==> src/rtl/riscv_pkg.sv <==
// ---------------------------------------------------------------------------
// riscv_pkg
// Shared definitions for the fetch front end.
//   XLEN      : machine word width
//   NOP_INSTR : bubble encoding (ADD x0,x0,x0) placed in an empty IF/ID slot
//   if_id_t   : IF/ID pipeline slot {valid, fault, instr, pc, pc_plus4}
// ---------------------------------------------------------------------------
package riscv_pkg;

    localparam int unsigned XLEN = 32;

    localparam logic [XLEN-1:0] NOP_INSTR = 32'h0000_0033;

    typedef struct packed {
        logic            valid;
        logic            fault;
        logic [XLEN-1:0] instr;
        logic [XLEN-1:0] pc;
        logic [XLEN-1:0] pc_plus4;
    } if_id_t;

endpackage

==> src/rtl/fetch_if_id_reg.sv <==
// ---------------------------------------------------------------------------
// fetch_if_id_reg
// IF/ID pipeline slot register with asynchronous active-high reset.
// Ports:
//   clk, rst : clock (rising edge), asynchronous active-high reset
//   flush    : empty the slot (valid/fault cleared, instr = bubble);
//              the PC fields keep their last value
//   load     : capture d (ignored while flush is high)
//   d        : next slot contents
//   q        : current slot contents
// With neither flush nor load the slot holds.
// ---------------------------------------------------------------------------
module fetch_if_id_reg
    import riscv_pkg::*;
#(
    parameter logic [XLEN-1:0] NOP_INSTR = riscv_pkg::NOP_INSTR
) (
    input  logic   clk,
    input  logic   rst,
    input  logic   flush,
    input  logic   load,
    input  if_id_t d,
    output if_id_t q
);

    if_id_t slot_p1;

    // ---- IF/ID boundary ----
    always_ff @(posedge clk or posedge rst) begin
        if (rst) begin
            slot_p1.valid    <= 1'b0;
            slot_p1.fault    <= 1'b0;
            slot_p1.instr    <= NOP_INSTR;
            slot_p1.pc       <= '0;
            slot_p1.pc_plus4 <= '0;
        end else if (flush) begin
            slot_p1.valid <= 1'b0;
            slot_p1.fault <= 1'b0;
            slot_p1.instr <= NOP_INSTR;
        end else if (load) begin
            slot_p1 <= d;
        end
    end

    assign q = slot_p1;

endmodule

==> src/rtl/fetch_stage.sv <==
// ---------------------------------------------------------------------------
// fetch_stage
// Instruction-fetch stage: owns the PC, drives the word-aligned fetch address
// to an asynchronous instruction memory and captures the returned word into
// the IF/ID slot one cycle later.
// Ports:
//   clk, rst           : clock (rising edge), asynchronous active-high reset
//   stall_i            : hold PC and IF/ID
//   redirect_valid_i   : load PC from redirect_target_i, flush IF/ID
//                        (wins over stall_i)
//   redirect_target_i  : branch/jump target, bits [1:0] ignored
//   imem_addr_o        : fetch address (= PC)
//   imem_instr_i       : combinational instruction read data
//   id_valid_o, id_instr_o, id_pc_o, id_pc_plus4_o, fetch_fault_o : IF/ID slot
// Optional build macro FETCH_PERF_EN adds perf_fetch_count_o (valid slots
// loaded) and perf_stall_count_o (stalled edges without redirect).
// ---------------------------------------------------------------------------
module fetch_stage
    import riscv_pkg::*;
#(
    parameter logic [XLEN-1:0] RESET_PC   = 32'h0000_0000,
    parameter int unsigned     IMEM_WORDS = 256,
    parameter logic [XLEN-1:0] NOP_INSTR  = riscv_pkg::NOP_INSTR
) (
    input  logic            clk,
    input  logic            rst,
    input  logic            stall_i,
    input  logic            redirect_valid_i,
    input  logic [XLEN-1:0] redirect_target_i,
    output logic [XLEN-1:0] imem_addr_o,
    input  logic [XLEN-1:0] imem_instr_i,
    output logic            id_valid_o,
    output logic [XLEN-1:0] id_instr_o,
    output logic [XLEN-1:0] id_pc_o,
    output logic [XLEN-1:0] id_pc_plus4_o,
`ifdef FETCH_PERF_EN
    output logic [XLEN-1:0] perf_fetch_count_o,
    output logic [XLEN-1:0] perf_stall_count_o,
`endif
    output logic            fetch_fault_o
);

    // Byte limit kept one bit wider so IMEM_WORDS*4 cannot overflow.
    localparam logic [XLEN:0] IMEM_BYTES = (XLEN+1)'(IMEM_WORDS) << 2;

    logic [XLEN-1:0] pc_p0;
    logic [XLEN-1:0] pc_plus4_p0;
    logic [XLEN-1:0] pc_next;
    logic            in_range_p0;
    logic            advance;
    if_id_t          slot_d;
    if_id_t          slot_q;
    logic            unused_tgt_lo;

    assign unused_tgt_lo = ^redirect_target_i[1:0];

    assign pc_plus4_p0 = pc_p0 + 32'd4;
    assign in_range_p0 = ({1'b0, pc_p0} < IMEM_BYTES);
    assign advance     = !redirect_valid_i && !stall_i;
    assign imem_addr_o = pc_p0;

    always_comb begin
        pc_next = pc_p0;
        if (redirect_valid_i) begin
            pc_next = {redirect_target_i[XLEN-1:2], 2'b00};
        end else if (!stall_i) begin
            pc_next = pc_plus4_p0;
        end
    end

    // ---- PC (fetch) boundary ----
    always_ff @(posedge clk or posedge rst) begin
        if (rst) begin
            pc_p0 <= RESET_PC;
        end else begin
            pc_p0 <= pc_next;
        end
    end

    // Out-of-range fetches still occupy a slot, but as a faulting bubble.
    always_comb begin
        slot_d.valid    = in_range_p0;
        slot_d.fault    = !in_range_p0;
        slot_d.instr    = in_range_p0 ? imem_instr_i : NOP_INSTR;
        slot_d.pc       = pc_p0;
        slot_d.pc_plus4 = pc_plus4_p0;
    end

    fetch_if_id_reg #(
        .NOP_INSTR(NOP_INSTR)
    ) u_if_id (
        .clk  (clk),
        .rst  (rst),
        .flush(redirect_valid_i),
        .load (!stall_i),
        .d    (slot_d),
        .q    (slot_q)
    );

    assign id_valid_o    = slot_q.valid;
    assign fetch_fault_o = slot_q.fault;
    assign id_instr_o    = slot_q.instr;
    assign id_pc_o       = slot_q.pc;
    assign id_pc_plus4_o = slot_q.pc_plus4;

`ifdef FETCH_PERF_EN
    logic [XLEN-1:0] fetch_cnt;
    logic [XLEN-1:0] stall_cnt;

    always_ff @(posedge clk or posedge rst) begin
        if (rst) begin
            fetch_cnt <= '0;
            stall_cnt <= '0;
        end else begin
            if (advance && in_range_p0) begin
                fetch_cnt <= fetch_cnt + 32'd1;
            end
            if (stall_i && !redirect_valid_i) begin
                stall_cnt <= stall_cnt + 32'd1;
            end
        end
    end

    assign perf_fetch_count_o = fetch_cnt;
    assign perf_stall_count_o = stall_cnt;
`else
    logic unused_advance;
    assign unused_advance = advance;
`endif

endmodule

==> config.mk <==
export PLATFORM = sky130hd
export DESIGN_NAME = fetch_stage
export DESIGN_NICKNAME = d
export VERILOG_FILES = /design/src/rtl/riscv_pkg.sv /design/src/rtl/fetch_if_id_reg.sv /design/src/rtl/fetch_stage.sv
export SDC_FILE = /design/constraint.sdc
export NUM_CORES = 1
export LEC_CHECK = 0
export BUFFER_PORTS_ARGS = -buffer_cell sky130_fd_sc_hd__buf_4
export CORE_UTILIZATION = 25
export CTS_CLUSTER_DIAMETER = 80
export DETAILED_ROUTE_END_ITERATION = 10
export PLACE_DENSITY = 0.52
export SYNTH_ARGS = -nofsm -noshare
export SYNTH_HDL_FRONTEND = slang
export SYNTH_SLANG_ARGS = --single-unit
==> constraint.sdc <==
create_clock -name clk -period 4 [get_ports clk]
set_clock_uncertainty 0.1 [all_clocks]
set_input_delay 0.4 -clock clk [delete_from_list [all_inputs] [get_ports clk]]
set_output_delay 0.4 -clock clk [all_outputs]
set_load 0.005 [all_outputs]
Word-level counts from Yosys, hierarchy flattened
Cells that the tools add are included.
{"block": "word_totals", "reg_bits": 130, "latchBits": 0, "ram_bits": 0, "romBits": 0, "output_inout_bits": 130, "elab_cells": 18, "n_memories": 0}
{"block": "op_classes", "addsub": 1, "mul": 0, "n_div": 0, "order_cmp": 1, "eq_ne": 1, "shift": 0, "muxes": 5, "bitwise_logic": 2, "reduce_logical": 2}
{"operator": "$mux W98", "count": 1}
{"operator": "$mux W32", "count": 3}
{"operator": "$mux W34", "count": 1}
{"operator": "$add A32 B3 Y32 const B", "count": 1}
{"operator": "$lt A32 B11 Y1 const B", "count": 1}
{"operator": "$ne A2 B1 Y1 const B", "count": 1}
{"operator": "$not A1 Y1", "count": 2}
{"operator": "$reduce_and A2 Y1", "count": 1}
{"operator": "$logic_not A1 Y1", "count": 1}

Depth between registers and ports, before layout
Gate-level depths: netlist of the first run.
{"block": "depth", "word_depth": 4, "ltp_mapped": 8, "ltp_nobuf": 5}

Modules after synthesis
From an unflattened synthesis of the first run, not the netlist that was laid out.
{"block": "hier_totals", "hier_cells": 618, "area_unflattened_um2": 6919.1}
{"mod": "fetch_if_id_reg", "n_inst": 1, "cells_per_inst": 247, "area_per_inst_um2": 4086.4, "seq_area_each_um2": 2457.4}
{"mod": "fetch_stage", "n_inst": 1, "cells_per_inst": 371, "area_per_inst_um2": 2832.7, "seq_area_each_um2": 750.7}

Worst setup path after synthesis of the first run
Ideal clock, no wire load.
{"block": "synth_path", "path_kind": "reg2reg", "from": "register pc_p0[2], in the netlist imem_addr_o[2]", "to": "register pc_p0[18], in the netlist imem_addr_o[18]", "arrival_time_ns": 2.083, "path_slack_ns": 1.691, "stages_incl_launch_ff": 7, "n_path_buf": 1, "synth_period_minus_slack_ns": 2.309, "cell_sequence": "dfrtp_1 -> ha_1 -> nand4_4 -> or4_1 -> clkbuf_2 -> o311a_1 -> a221o_1"}
{"block": "synth_via", "elab_chain_len": 3}
{"item": "start: declaration", "line": "fetch_stage.sv:46", "rtl": "logic [XLEN-1:0] pc_p0;"}
{"item": "start signal: assignment", "line": "fetch_stage.sv:76", "rtl": "pc_p0 <= pc_next;"}
{"item": "$add A32 B3 Y32", "line": "fetch_stage.sv:57", "rtl": "assign pc_plus4_p0 = pc_p0 + 32'd4;"}
{"item": "$mux W32", "line": "fetch_stage.sv:66", "rtl": "end else if (!stall_i) begin"}
{"item": "$mux W32", "line": "fetch_stage.sv:64", "rtl": "if (redirect_valid_i) begin"}
No other way between the ends. The select of a mux whose other input is x is not followed.
A chain may end at the register's enable or synchronous reset.

Final worst setup path of the first run
{"block": "layout_path", "from": "register pc_p0[2], in the netlist imem_addr_o[2]", "to": "register u_if_id.slot_p1, in the netlist u_if_id.q[28]"}
{"block": "layout_via", "elab_chain_len": 1}
{"item": "$add A32 B3 Y32", "line": "fetch_stage.sv:57"}
{"item": "end: declaration", "line": "fetch_if_id_reg.sv:26", "rtl": "if_id_t slot_p1;"}
No other way between the ends.

==> results.md, run 1 <==
* Status: finished clean
* CP max-delay cell: or4_1
* Yosys reg bits at 124
* Clock transition at path regs at 0.06 ns
* Top-Level Pins at 198
* Core Area at 0.0234 mm^2
* CP dominant cell by count: or4_1
* WS Path Type: reg2reg
* Initial antenna violation count at 0
* CP max FO at 15
* TritonCTS Sinks at 124
* Worst-Skew Late Latency at 0.42 ns
* R2r worst-path depth at 5
* Vias per cell at 4.66
* Post-DP HPWL at 14100 um
* WL/cell at 17.7 um
* # hold bufs at CTS at 0
* Fmax at 0.373 GHz
* EDFF count, synth at 0
* Root buf cell: clkbuf_16
* Rows at 56
* # fillers at 2428
* Routed via count at 5236
* Hold Path Class: in2async
* Die Area at 0.0245 mm^2
* CTS tree: built
* Register area at 0.00311 mm^2
* Final nets at 860
* Netlist Area Pre-Place at 0.00597 mm^2
* Max Cap Viol at 0
* GRT Resource Usage Total at 16.4%
* VDD IR-drop max at 0.200 mV
* Post-route setup TNS at 0 ns
* Final min period at 2.68 ns
* Post-cts resize count at 0
* Port Buffer Count at 189
* RR Startpoint: imem_addr_o[2]
* Tcrit/Tclk final at 67.0%
* First-pass GRT wire length at 30000 um
* Worst-Margin Slew at 0.915 ns
* R2R setup slack at 1.32 ns
* GP Congestion at 0.815
* RSZ-0062 raised after global routing: no
* Fin. max-slew vios at 0
* CP Capture Type: flop
* Multi-input logic area at 0.00252 mm^2
* R2R Path End: u_if_id.q[28]
* Commonest non-fill, non-tap cell in the layout: buf_4
* Die Wd at 156 um
* Slowest Stage Delay on Critical Path at 0.74 ns
* Gr ovfl total at 0
* Synth cell types at 54
* Antenna Violating Nets Remaining at 0
* Post-CTS Setup Inserts at 0
* Layout cell share with drive strength beyond 1 at 30.8%
* WL final at 19800 um
* P_leak at 3.73 nW
* CP required at 4.25 ns
* Worst path cell trace: ha_1 > nand4_4 > or4_1 > or4_1 > a31oi_1
* Clock Path Buffers at 2
* Commonest cells after routing, fill and taps aside: buf_4, nand2_1, dfrtp_1
* Height of the die at 156 um
* Final Hold Fails at 0
* Worst slew margin at 39.0%
* Cells after Synth at 634
* Largest net degree at the start of global routing at 69
* Diodes inserted at 0
* Htree depth at 4
* Most used DFF post-synth: dfrtp_1
* P&R area growth vs syn at 37.2%
* Inserted Clock Buffers at 17
* Drt pass-1 iters at 5
* Remaining DRCs at 0
* Asr flop ratio synth at 100%
* Hold_ws at 0.0705 ns
* Seq/Total Area, Yosys at 52.1%
* Setup-failing EPs final at 0
* Initial DRC count at 374
* Startpoint types: flop
* Crit path DAT at 2.93 ns
* Syn Area/Cell at 9.41 um^2
* Vias in the first global route at 4993
* Power per cell area at 453 mW/mm^2
* Initial Util at 25.5%
* Syn. warnings at 0
[per-stage QoR]
stage | utilization [%] | cell area, um^2 | std cells | power [mW] | setup slack [ns]
global placement | 32.3 | 7560 | 1091 | 2.10 | 1.33
floorplan | - | 5980 | 639 | 1.76 | 0.207
finish | 35.0 | 8180 | 1123 | 3.70 | 1.32
global route | 35.0 | 8180 | 1123 | 3.88 | 1.17
CTS | 35.0 | 8180 | 1123 | 3.75 | 1.29
detailed placement | 32.3 | 7560 | 1091 | 2.11 | 1.31
[cell type report]
class                      count  share of cell area, %
clock inverter                13                   2.03
multi-input combinational    440                   30.9
sequential                   124                   38.0
tap                          319                   4.88
timing repair buffer         196                   18.1
inverter                      12                  0.581
clock buffer                  19                   5.54
[worst max path at each step]
stage,from,to,slack [ns]
finish,imem_addr_o[2],u_if_id.q[28],1.32
global placement,imem_addr_o[2],imem_addr_o[18],1.33
detailed placement,imem_addr_o[2],imem_addr_o[18],1.31
CTS,imem_addr_o[2],imem_addr_o[18],1.29
floorplan,rst,imem_addr_o[10],0.21
global route,imem_addr_o[2],imem_addr_o[18],1.17
[critical path, delay by kind of cell (launching register included)]
family / cells / cell delay (ns)
AOI/OAI and AO/OA: 1 / 0.17
adders and majority gates: 1 / 0.34
DFF: 1 / 0.48
and+or+nand+nor: 3 / 1.52
[layer usage]
layer / global-route usage, % / up-vias / part of all wire [%]
met1: 22.0 / 2510 / 45
li1: - / 2546 / -
met4: 4.81 / 0 / 1.9
met2: 25.8 / 156 / 47
met5: 0 / - / 0
met3: 4.24 / 24 / 5.9
[cell families after synthesis]
logic type	count (synthesis)	synth area share, %
simple gates	287	23.7
flops	124	52.1
compound gates	122	14.2
buf+inv	75	6.15
xor+xnor	21	3.08
mux	3	0.503
fa+ha+maj	1	0.210
other cells	1	0.0629
[state kept, by name, summed over array words and instances, names as in the netlist]
name,flops
u_if_id.q,94
imem_addr_o,30
[power by group]
group	switching [mW]	internal, mW	total (mW)
Combinational	0.262	0.286	0.548
Clock	0.609	1.02	1.62
Sequential	0.154	1.38	1.53
Total	1.03	2.68	3.70
[cells in the mapped netlist (2+ instances only)]
cell / number / share of area, %
nor3_1: 13 / 1.1
a22oi_1: 3 / 0.38
or3_1: 9 / 0.94
nand3_2: 2 / 0.34
a2bb2oi_1: 3 / 0.44
mux2i_1: 3 / 0.50
o211ai_1: 8 / 1.0
xnor2_1: 17 / 2.5
a221o_1: 2 / 0.34
or2_2: 2 / 0.21
nand3_1: 18 / 1.5
a21o_1: 4 / 0.50
dfrtp_1: 120 / 50
nand2_1: 135 / 8.5
or4_1: 22 / 2.8
buf_4: 11 / 1.4
xor2_1: 4 / 0.59
nor2b_1: 5 / 0.52
o21ai_0: 34 / 2.9
inv_1: 12 / 0.75
o31ai_1: 11 / 1.4
a22o_1: 28 / 4.1
a21oi_1: 4 / 0.34
dfstp_2: 4 / 1.8
nor2_1: 40 / 2.5
or3_2: 2 / 0.25
clkbuf_2: 2 / 0.17
buf_1: 2 / 0.13
nor4_1: 16 / 1.7
nand4_1: 9 / 0.94
and4_1: 2 / 0.29
buf_2: 9 / 0.75
buf_6: 4 / 0.75
clkbuf_1: 35 / 2.2
a31oi_1: 20 / 2.1
No activity file was read; power rests on OpenSTA's default activity.
==> run 2, diff against run 1 <==
==> constraint.sdc (replaced) <==
create_clock -name clk -period 2.4 [get_ports clk]
set_clock_uncertainty 0.1 [all_clocks]
set_input_delay 0.24 -clock clk [delete_from_list [all_inputs] [get_ports clk]]
set_output_delay 0.24 -clock clk [all_outputs]
set_load 0.005 [all_outputs]
==> run 2 against run 1 <==
  * The flow now finishes with violations (DRC)
  * Maximum frequency up 18%
  * First-iteration DRC count is 1.9% lower
  * Worst setup slack got worse by 1.2 ns
  * Critical endpoint is now imem_addr_o[29]
  * Largest power group unchanged
==> results.md, run 2 (synthesis gave the netlist of run 1 again) <==
* Total power draw at 6.32 mW
* CP Capture Type: flop
* Startpoint types: flop
* Worst slew margin at 17.5%
* Vias in the first global route at 5386
* GP Congestion at 0.802
* Gr ovfl total at 0
* WL final at 20600 um
* Die Area at 0.0245 mm^2
* Final Hold Fails at 0
* Tcrit/Tclk final at 94.4%
* Clock Path Buffers at 2
* # fillers at 2385
* Rows at 56
* P_leak at 4.17 nW
* Final Non-Filler Cells at 1222
* Height of the die at 156 um
* CP max FO at 11
* CP required at 2.64 ns
* P&R area growth vs syn at 52.7%
* Violated checks: DRC
* Diodes inserted at 0
* First-pass GRT wire length at 31300 um
* CTS tree: built
* RSZ-0062 raised after global routing: no
* Largest net degree at the start of global routing at 81
* Initial Util at 25.5%
* Final min period at 2.27 ns
* CP max-delay cell: or4_4
* Remaining DRCs at 2
* Fin. max-slew vios at 0
* Commonest non-fill, non-tap cell in the layout: buf_4
* Post-DP HPWL at 14800 um
* R2r worst-path depth at 4
* Post-route setup TNS at 0 ns
* Status: complete, but fails checks
* TritonCTS Sinks at 124
* Die Wd at 156 um
* Worst-Margin Slew at 1.23 ns
* Worst path cell trace: nand3_2 > or4_4 > or4_1 > a31oi_1
* Root buf cell: clkbuf_16
* Hold Path Class: in2reg
* Setup-failing EPs final at 0
* Initial antenna violation count at 0
* Commonest cells after routing, fill and taps aside: buf_4, nand2_1, dfrtp_1
* Max Cap Viol at 0
* Top-Level Pins at 198
* Placed Cells at 1128
* Crit path DAT at 2.50 ns
* GRT Resource Usage Total at 17.0%
* Initial DRC count at 367
* Final Util at 38.9%
* Fmax at 0.441 GHz
* VDD IR-drop max at 0.426 mV
* WS Path Type: reg2reg
* Slowest Stage Delay on Critical Path at 0.60 ns
* Max reg flops at 94
* Core Area at 0.0234 mm^2
* Clock transition at path regs at 0.06 ns
* Antenna Violating Nets Remaining at 0
* Htree depth at 4
* Layout cell share with drive strength beyond 1 at 31.6%
* WL/cell at 16.8 um
* Power per cell area at 694 mW/mm^2
* Worst-Skew Late Latency at 0.42 ns
* Drt pass-1 iters at 10
* Inserted Clock Buffers at 17
* Routed via count at 5651
* Hold path cells at 2
* Vias per cell at 4.62
* Final nets at 959
* Port Buffer Count at 189
==> run 2: cell types whose count changed in the layout (fill, tap and decap cells not counted) <==
cell,before,now
buf_12,1,3
clkinvlp_4,3,2
clkbuf_8,2,3
clkbuf_1,0,2
inv_4,1,0
buf_4,195,230
dlygate4sd3_1,0,62
or4_4,1,3
or4_1,22,20
clkinv_2,2,3
inv_6,1,0
clkinv_4,4,3
==> run 2: layer usage <==
layer  vias up  GRT usage (%)  share of wire, %  routed length [um]
met2       170           26.2                47                9710
met5         -              0                 0                   0
li1       2735              -                 -                   -
met4         0           7.28               2.3                 481
met3        30           2.71               4.9                1020
met1      2716           23.4                46                9370
==> run 2: critical path: cells and delay by family (launching register included) <==
family             cells  cell delay, ns
DFF                    1            0.54
and+or+nand+nor        3            1.35
AOI/OAI and AO/OA      1            0.18
==> run 2: timing repair <==
| action | 4_1_cts | 5_1_grt |
|---|---|---|
| endpoints found under the setup margin | 0 | 1 |
| resized for setup | 0 | 2 |
| endpoints found under the hold margin | 181 | 0 |
| buffers inserted | 0 | 0 |
| hold buffers | 62 | 0 |
==> run 2: power breakdown <==
part / internal, mW / switching (mW)
logic: 0.601 / 0.537
clock network: 1.72 / 0.979
registers: 2.30 / 0.190
==> run 2: cell type report <==
type / count / area [um^2] / area share [%]
clock inverter: 10 / 139 / 1.52
multi-input combinational: 440 / 2530 / 27.8
tap: 319 / 399 / 4.38
timing repair buffer: 295 / 2410 / 26.4
sequential: 124 / 3110 / 34.1
clock buffer: 22 / 474 / 5.21
inverter: 12 / 48.8 / 0.536
==> run 2: through the flow <==
step	cell area [um^2]	hold WS (ns)	setup WS [ns]
after global routing	9110	0.0711	0.0533
after detailed placement	7870	0.271	0.133
final	9110	0.0462	0.134
after floorplan	5990	0.228	0.0909
after CTS	9100	0.0371	0.108
after global placement	7870	0.275	0.142
==> run 2: final timing paths <==
| check | from | end | slack [ns] |
|---|---|---|---|
| setup / recovery | imem_addr_o[14] | imem_addr_o[29] | 0.13 |
| hold / removal | redirect_valid_i | imem_addr_o[4] | 0.05 |
| setup reg to reg | imem_addr_o[14] | imem_addr_o[29] | 0.13 |
| hold reg to reg | u_if_id.q[54] | u_if_id.q[54] | 0.37 |
| max in group asynchronous | rst | imem_addr_o[25] | 1.37 |
| min in group asynchronous | rst | u_if_id.q[84] | 0.38 |
